==> src/rtl/regfile_wb_ctrl.sv <==
// Write-back controller: buffers ALU/load write requests in a shared in-order FIFO
// and issues up to two register-file writes per cycle, never two to the same register.
module regfile_wb_ctrl #(
   parameter int unsigned DEPTH  = 4,
   parameter int unsigned DATA_W = 32,
   parameter int unsigned ADDR_W = 4
) (
   input  logic                    clk,
   input  logic                    rst,
   input  logic                    a_valid,
   output logic                    a_ready,
   input  logic [ADDR_W-1:0]       a_addr,
   input  logic [DATA_W-1:0]       a_data,
   input  logic                    b_valid,
   output logic                    b_ready,
   input  logic [ADDR_W-1:0]       b_addr,
   input  logic [DATA_W-1:0]       b_data,
   output logic [ADDR_W:0]         wb_sel0,
   output logic [DATA_W-1:0]       wb_data0,
   output logic [ADDR_W:0]         wb_sel1,
   output logic [DATA_W-1:0]       wb_data1,
   output logic [(2**ADDR_W)-1:0]  pending,
   output logic [$clog2(DEPTH):0]  count
);
   localparam int unsigned PTR_W = $clog2(DEPTH);
   localparam int unsigned CNT_W = PTR_W + 1;

   logic [ADDR_W-1:0] addr_q [DEPTH];
   logic [ADDR_W-1:0] addr_d [DEPTH];
   logic [DATA_W-1:0] data_q [DEPTH];
   logic [DATA_W-1:0] data_d [DEPTH];
   logic [PTR_W-1:0]  wr_ptr_q, wr_ptr_d;
   logic [PTR_W-1:0]  rd_ptr_q, rd_ptr_d;
   logic [CNT_W-1:0]  count_q, count_d;
   logic [ADDR_W:0]   sel0_q, sel0_d;
   logic [ADDR_W:0]   sel1_q, sel1_d;
   logic [DATA_W-1:0] wdata0_q, wdata0_d;
   logic [DATA_W-1:0] wdata1_q, wdata1_d;

   logic              push_a, push_b;
   logic              pop0, pop1;
   logic [PTR_W-1:0]  head1_ptr;
   logic [PTR_W-1:0]  b_ptr;
   logic [PTR_W-1:0]  off;

   // Readiness looks only at registered occupancy, never at valid or same-cycle pops.
   always_comb begin
      a_ready = (count_q <= CNT_W'(DEPTH - 1));
      b_ready = (count_q <= CNT_W'(DEPTH - 2));
      push_a  = a_valid & a_ready;
      push_b  = b_valid & b_ready;
   end

   // Head+1 is held back when it targets the same register as the head.
   always_comb begin
      head1_ptr = rd_ptr_q + PTR_W'(1);
      pop0      = (count_q != '0);
      pop1      = (count_q >= CNT_W'(2)) && (addr_q[head1_ptr] != addr_q[rd_ptr_q]);
   end

   always_comb begin
      addr_d   = addr_q;
      data_d   = data_q;
      b_ptr    = push_a ? (wr_ptr_q + PTR_W'(1)) : wr_ptr_q;
      if (push_a) begin
         addr_d[wr_ptr_q] = a_addr;
         data_d[wr_ptr_q] = a_data;
      end
      if (push_b) begin
         addr_d[b_ptr] = b_addr;
         data_d[b_ptr] = b_data;
      end
      wr_ptr_d = wr_ptr_q + PTR_W'(push_a) + PTR_W'(push_b);
      rd_ptr_d = rd_ptr_q + PTR_W'(pop0) + PTR_W'(pop1);
      count_d  = count_q + CNT_W'(push_a) + CNT_W'(push_b) - CNT_W'(pop0) - CNT_W'(pop1);

      sel0_d   = {1'b0, sel0_q[ADDR_W-1:0]};
      wdata0_d = wdata0_q;
      sel1_d   = {1'b0, sel1_q[ADDR_W-1:0]};
      wdata1_d = wdata1_q;
      if (pop0) begin
         sel0_d   = {1'b1, addr_q[rd_ptr_q]};
         wdata0_d = data_q[rd_ptr_q];
      end
      if (pop1) begin
         sel1_d   = {1'b1, addr_q[head1_ptr]};
         wdata1_d = data_q[head1_ptr];
      end
   end

   always_comb begin
      pending = '0;
      off     = '0;
      for (int unsigned i = 0; i < DEPTH; i++) begin
         off = PTR_W'(i) - rd_ptr_q;
         if ({1'b0, off} < count_q) pending[addr_q[i]] = 1'b1;
      end
      if (sel0_q[ADDR_W]) pending[sel0_q[ADDR_W-1:0]] = 1'b1;
      if (sel1_q[ADDR_W]) pending[sel1_q[ADDR_W-1:0]] = 1'b1;
   end

   always_ff @(posedge clk or posedge rst) begin
      if (rst) begin
         addr_q   <= '{default: '0};
         data_q   <= '{default: '0};
         wr_ptr_q <= '0;
         rd_ptr_q <= '0;
         count_q  <= '0;
         sel0_q   <= '0;
         sel1_q   <= '0;
         wdata0_q <= '0;
         wdata1_q <= '0;
      end else begin
         addr_q   <= addr_d;
         data_q   <= data_d;
         wr_ptr_q <= wr_ptr_d;
         rd_ptr_q <= rd_ptr_d;
         count_q  <= count_d;
         sel0_q   <= sel0_d;
         sel1_q   <= sel1_d;
         wdata0_q <= wdata0_d;
         wdata1_q <= wdata1_d;
      end
   end

   assign wb_sel0  = sel0_q;
   assign wb_data0 = wdata0_q;
   assign wb_sel1  = sel1_q;
   assign wb_data1 = wdata1_q;
   assign count    = count_q;

endmodule

==> config.mk <==
export PLATFORM = sky130hd
export DESIGN_NAME = regfile_wb_ctrl
export DESIGN_NICKNAME = d
export VERILOG_FILES = /design/src/rtl/regfile_wb_ctrl.sv
export SDC_FILE = /design/constraint.sdc
export NUM_CORES = 1
export LEC_CHECK = 0
export ABC_AREA = 0
export CAP_MARGIN = 20
export CORE_MARGIN = 2
export CORE_UTILIZATION = 30
export CTS_CLUSTER_SIZE = 28
export DETAILED_ROUTE_END_ITERATION = 10
export SLEW_MARGIN = 5
export SYNTH_ARGS = -nofsm -noshare
export SYNTH_HDL_FRONTEND = slang
export SYNTH_SLANG_ARGS = --single-unit
==> constraint.sdc <==
create_clock -name clk -period 9.9 [get_ports clk]
set_input_delay 2.475 -clock clk [delete_from_list [all_inputs] [get_ports clk]]
set_output_delay 2.475 -clock clk [all_outputs]
set_load 0.05 [all_outputs]
### Word level (Yosys, flattened, before mapping)

Cells that the tools add are included.

| storage, ports and cells | value |
|---|---|
| register bits after elaboration | 225 |
| input port bits | 76 |
| output and inout port bits | 95 |
| logic and storage cells | 127 |

| operators by class | value |
|---|---|
| bitwise gates (word level) | 11 |
| equality and inequality tests | 1 |
| multiplexer cells | 49 |
| $add $sub $neg | 14 |
| reductions and logical operators | 10 |
| order comparisons | 25 |

Operator list:

| kind | count |
|---|---|
| bitwise mux 128 bit | 2 |
| two-way mux 128 bit | 2 |
| two-way mux 32 bit | 6 |
| binary-select mux 32 bit (select 2 bit) | 2 |
| demux 32 bit (select 2 bit) | 2 |
| two-way mux 16 bit | 8 |
| bitwise OR 16 bit | 5 |
| bitwise mux 16 bit | 2 |
| less-than comparator 4 x 5 -> 1 bit (second input constant) | 6 |
| demux 1 bit (select 4 bit) | 6 |
| greater-or-equal comparator 4 x 1 -> 1 bit (second input constant) | 6 |
| two-way mux 4 bit | 6 |
| binary-select mux 4 bit (select 2 bit) | 2 |
| demux 4 bit (select 2 bit) | 2 |
| greater-or-equal comparator 3 bit (second input constant) | 4 |
| less-than comparator 2 x 3 -> 1 bit | 4 |
| inverter 2 -> 3 bit | 4 |
| two-way mux 5 bit | 2 |
| logical AND 1 bit | 9 |
| adder 2 x 1 -> 2 bit | 4 |
| adder 3 x 1 -> 3 bit | 2 |
| <= comparator 3 x 2 -> 1 bit (second input constant) | 2 |
| less-than comparator 3 x 1 -> 1 bit (second input constant) | 2 |
| two-way mux 1 bit | 6 |
| other kinds (9) | 14 |

### Depth between registers and ports, before layout

| depth | value |
|---|---|
| depth in word-level cells | 15 |
| depth in mapped cells | 15 |
| depth with buffers taken out | 12 |

### Worst setup path before layout

OpenSTA, ideal clock, no wires.

| path | value |
|---|---|
| kind | reg-to-output |
| start | register count_q[1] (netlist: count[1]) |
| end | output pending[0] |
| required time | 7425 ps |
| cell stages (with the launch flop) | 7 |
| arrival | 3821 ps |
| buffers on the path | 0 |
| setup slack | 3604 ps |
| cell sequence | dfrtp_1 inv_1 ha_1 a21oi_1 o21ai_0 or3b_2 o311ai_0 |

| between the ends | value |
|---|---|
| word-level cells in the longest chain between the ends | 12 |
| elaborated cells between the ends (all ways) | 15 |
| classes of those cells | order compare (4); mux (6); bitwise (5) |

Ends and longest elaborated chain:

| what | RTL line | source |
|---|---|---|
| from (decl) | 34 | `logic [CNT_W-1:0] count_q, count_d;` |
| from (signal assigned) | 118 | `count_q <= count_d;` |
| less-than comparator 2 x 3 -> 1 bit | 96 | `if ({1'b0, off} < count_q) pending[addr_q[i]] = 1'b1;` |
| two-way mux 16 bit | 96 |  |
| bitwise OR 16 bit (no source line) | n/a |  |
| two-way mux 16 bit | 96 |  |
| bitwise OR 16 bit (no source line) | n/a |  |
| two-way mux 16 bit | 96 |  |
| bitwise OR 16 bit (no source line) | n/a |  |
| two-way mux 16 bit (*) | 96 |  |
| bitwise OR 16 bit (no source line) | n/a |  |
| two-way mux 16 bit (*) | 98 | `if (sel0_q[ADDR_W]) pending[sel0_q[ADDR_W-1:0]] = 1'b1;` |
| bitwise OR 16 bit (no source line) | n/a |  |
| two-way mux 16 bit (*) | 99 | `if (sel1_q[ADDR_W]) pending[sel1_q[ADDR_W-1:0]] = 1'b1;` |
| to (decl) | 22 | `output logic [(2**ADDR_W)-1:0] pending,` |

Every way passes the cells marked *; elsewhere a longest branch is shown, timed or not.

### Worst setup path in the final report

| path | value |
|---|---|
| start | register rd_ptr_q[1] |
| end | output pending[2] |

| between the ends | value |
|---|---|
| word-level cells in the longest chain between the ends | 13 |
| elaborated cells between the ends (all ways) | 19 |
| classes of those cells | add/sub (4); order compare (4); mux (6); bitwise (5) |

Ends and longest elaborated chain:

| what | RTL line | source |
|---|---|---|
| from (decl) | 33 | `logic [PTR_W-1:0] rd_ptr_q, rd_ptr_d;` |
| from (signal assigned) | 117 | `rd_ptr_q <= rd_ptr_d;` |
| subtractor 1 x 2 -> 2 bit | 95 | `off = PTR_W'(i) - rd_ptr_q;` |
| less-than comparator 2 x 3 -> 1 bit | 96 |  |
| two-way mux 16 bit | 96 |  |
| bitwise OR 16 bit (no source line) | n/a |  |
| two-way mux 16 bit | 96 |  |
| bitwise OR 16 bit (no source line) | n/a |  |
| two-way mux 16 bit | 96 |  |
| bitwise OR 16 bit (no source line) | n/a |  |
| two-way mux 16 bit (*) | 96 |  |
| bitwise OR 16 bit (no source line) | n/a |  |
| two-way mux 16 bit (*) | 98 |  |
| bitwise OR 16 bit (no source line) | n/a |  |
| two-way mux 16 bit (*) | 99 |  |

Marked as above.

==> summary.txt <==
Run status
  • Status: completed

GRT
  • GRT Util Overall: between 10% and 20%
  • Grt ovf: 0
  • Initial antenna violation count: 0
  • Largest net degree at the start of global routing: 98
  • Vias in the first global route: 9962
  • First-pass GRT wire length: 59300 microns

Yosys
  • Yosys warning count: 0
  • Syn Std Cell Area: about 13000 sq um
  • Synth top area cells: dfrtp_1 (44%), mux4_2 (12%), mux2i_1 (12%), o21ai_0 (4.3%), nand2_1 (3.9%)
  • Mean post-synth cell area: 11.3 sq um
  • Most used flip-flop cell after synthesis: dfrtp_1
  • Async SR Flop Fraction: 100%
  • Post-synth EDFFs: 0
  • FF+latch count, synth: between 200 and 250
  • Seq/Total Area, Yosys: around 44%
  • Synth area leader: dfrtp_1
  • Post-synthesis instance total: 1126
  • Net count after synthesis: 1216
  • Cell variety after synth: 46
  • Post-synth top area share: 44.1%

Worst setup path
  • CP endpoint: pending[2]
  • CP max-delay cell: clkdlybuf4s50_1
  • Stages on worst setup path: 9
  • Reg2reg end: count[2]
  • Critical Path AT: 4.86 ns
  • Worst Setup SP: rd_ptr_q[1]
  • Critical Path Sink Type: output pin
  • Reg2Reg Depth: 11
  • Worst path top cell family by delay: buffers and inverters
  • CP Class: flip-flop to output pin
  • CP max stage delay: around 0.89 ns
  • Reg2reg start: rd_ptr_q[0]
  • Reg2reg setup slack: approximately 5.1 ns
  • Critical path data required time: ~7.4 ns
  • CP cell instances: buf_4 > inv_1 > ha_1 > a21boi_0 > o21ai_0 > nor3b_1 > a32oi_1 > o311ai_0 > clkdlybuf4s50_1
  • Setup crit start kind: flip-flop
  • Worst Path Buf+Inv: 3
  • CP max FO: 44

STA
  • Pins Over Slew Limit: 0
  • Final Cycle Share: 74.1%
  • Setup TNS: 0 ns
  • Minimum clock period: 7.34 ns
  • Rel. slew slack: 35.8%
  • Setup Skew: 0.0176 ns
  • Worst-margin pin slew: ~0.96 ns
  • Max frequency: 136 MHz
  • Final setup vio count: 0
  • Endpoints failing hold: 0
  • RSZ-0062 raised after global routing: false

Placement
  • DP Cell Count: 1760
  • DP HPWL: 23900 microns
  • PortBufs: 170
  • Routability Congestion: 0.883

Power
  • Internal power: between 3 and 4 mW
  • Pleak: 7.06 nW
  • Share of total power in the clock network: 14.3%
  • Pwr Density: 431 nW/um^2
  • Max IR drop VDD: 250 uV
  • Sw Ratio: between 40 and 50%
  • Reg power frac: 28.9%
  • Power share of the combinational group: between 50% and 60%
  • NetSw: 3.03 mW

Drt
  • Post-route ant nets: 0
  • DR pass1 iterations: 5
  • Post-DR wirelength/cell: 21.0 microns
  • Vias per cell: 5.27
  • DRC violations left: 0
  • Via count: roughly 9500
  • Initial drt markers: 580
  • Routed wire length: 37900 microns

CTS
  • Post-CTS sizing: 0
  • Sink Count: 225
  • CTS Buf Count: 26
  • H-tree levels: 1
  • Clk pin slew, worst setup/hold paths: around 0.060 ns
  • Clk root buf: clkbuf_16
  • Skew-Pair Late Insertion Delay: 0.54 ns
  • Cts hold-fix bufs: 0
  • # Post-CTS Setup Buffers: 0
  • CTS tree: built
  • Bufs on Longest Clock Path: 3

Die
  • Starting Density: 30.5%
  • Die height: 210 microns
  • # IOs: between 150 and 200
  • DIE AREA: 44300 sq um
  • Row cnt: 75
  • Die X: 210 microns
  • Core ar.: around 42000 sq um

Layout
  • Core Util, Final: 37.6%
  • Antenna cells: 0
  • Synthesis-to-finish area growth: 23.5%
  • Fin nets: 1339
  • Layout Cells excl Fill: about 1800
  • Share of cells above drive strength 1: 16.2%

Job
  • Max cap viols: 0

Worst hold path
  • Worst min path class: flip-flop to flip-flop
-- layout by cell type (no fill, tap or decap), types with 10 or more instances in the layout --
cell type,instances
mux2_4,28
nand2b_1,10
a21oi_1,48
nand2_1,129
mux2_2,42
clkdlybuf4s50_1,170
o21ai_0,110
mux2i_1,156
dfrtp_1,223
nor3_1,13
clkbuf_16,27
o211ai_1,10
nor2_1,62
mux4_2,70
o22ai_1,15
inv_1,19
ha_1,10
xnor2_1,12
-- power groups by stage --
stage | clock network, mW | logic [mW] | registers (mW)
after global placement | 0 | 3.85 | 1.96
after global routing | 1.04 | 4.13 | 2.04
after CTS | 1.00 | 3.90 | 1.96
after floorplan | 0 | 2.49 | 2.22
after detailed placement | 0 | 3.89 | 1.98
final | 0.972 | 3.86 | 1.97
-- kinds of logic after synthesis --
family	synth area share [%]
mux	31.6
simple gates	8.63
flops	44.1
compound gates	9.66
buf+inv	3.60
fa+ha+maj	1.61
xor+xnor	0.891
-- worst min-delay path by stage --
stage / startpoint / end / cells past startpoint / slack (ns)
after detailed placement: wb_data1[14] / wb_data1[14] / 1 / 0.49
after floorplan: data_q[95] / data_q[95] / 2 / 0.53
after global placement: wb_data0[3] / wb_data0[3] / 1 / 0.49
after global routing: wb_data0[8] / wb_data0[8] / 1 / 0.52
final: wb_data0[3] / wb_data0[3] / 1 / 0.50
after CTS: wb_data0[23] / wb_data0[23] / 1 / 0.51
-- sequential cells by signal, summed over array words and instances, names as in the netlist --
register  cells
addr_q       16
wb_data1     32
rd_ptr_q      2
wr_ptr_q      2
wb_sel1       5
count         3
data_q      128
wb_sel0       5
wb_data0     32
-- area by class of cell --
class	count	area, sq um
fill	4074	26200
inverter	20	82.6
timing repair buffer	178	1760
clock inverter	5	50.0
multi-input combinational	798	6760
sequential	225	5640
tap	539	674
clock buffer	43	816
-- routing by layer --
metal  up-vias  part of all wire [%]  GRT usage, %
met4         0                   2.4          5.42
met5         -                     0             0
met3        64                   4.5          2.19
met2       266                    48          28.4
li1       4351                     -             -
met1      4846                    45          23.4
-- per-stage QoR --
step	power [mW]	hold WS, ns	instance area [sq um]	worst slack, ns
final	6.80	0.505	15800	2.56
after global routing	7.21	0.524	15800	2.30
after CTS	6.87	0.506	15800	2.55
after detailed placement	5.87	0.491	14900	3.13
after global placement	5.81	0.490	14900	3.10
after floorplan	4.71	0.531	12800	1.26
-- worst register-to-register path, delay by kind of cell, from the launching register on --
kind / cells / cell delay [ns]
xor gates and xnor gates: 3 / 0.44
adders and majority gates: 3 / 1.31
and+or+nand+nor: 2 / 0.60
buffers and inverters: 1 / 0.90
DFF: 1 / 0.86
muxes: 1 / 0.31
AOI/OAI and AO/OA: 1 / 0.23
-- cells in the mapped netlist, types with 3 or more instances --
library cell / n
a21oi_1: 49
a222oi_1: 4
a22oi_1: 3
a31oi_1: 7
buf_1: 6
buf_2: 29
buf_6: 5
clkbuf_1: 43
dfrtp_1: 225
fa_1: 4
ha_1: 10
inv_1: 20
mux2_2: 42
mux2_4: 28
mux2i_1: 156
mux4_2: 70
nand2_1: 134
nand2b_1: 10
nand3_1: 8
nand3b_1: 5
nor2_1: 65
nor2b_1: 5
nor3_1: 13
nor3b_1: 4
o211ai_1: 10
o21ai_0: 110
o21ai_1: 6
o22ai_1: 15
o311ai_0: 4
or4_1: 3
xnor2_1: 12
Power figures use the tool's default switching activity.
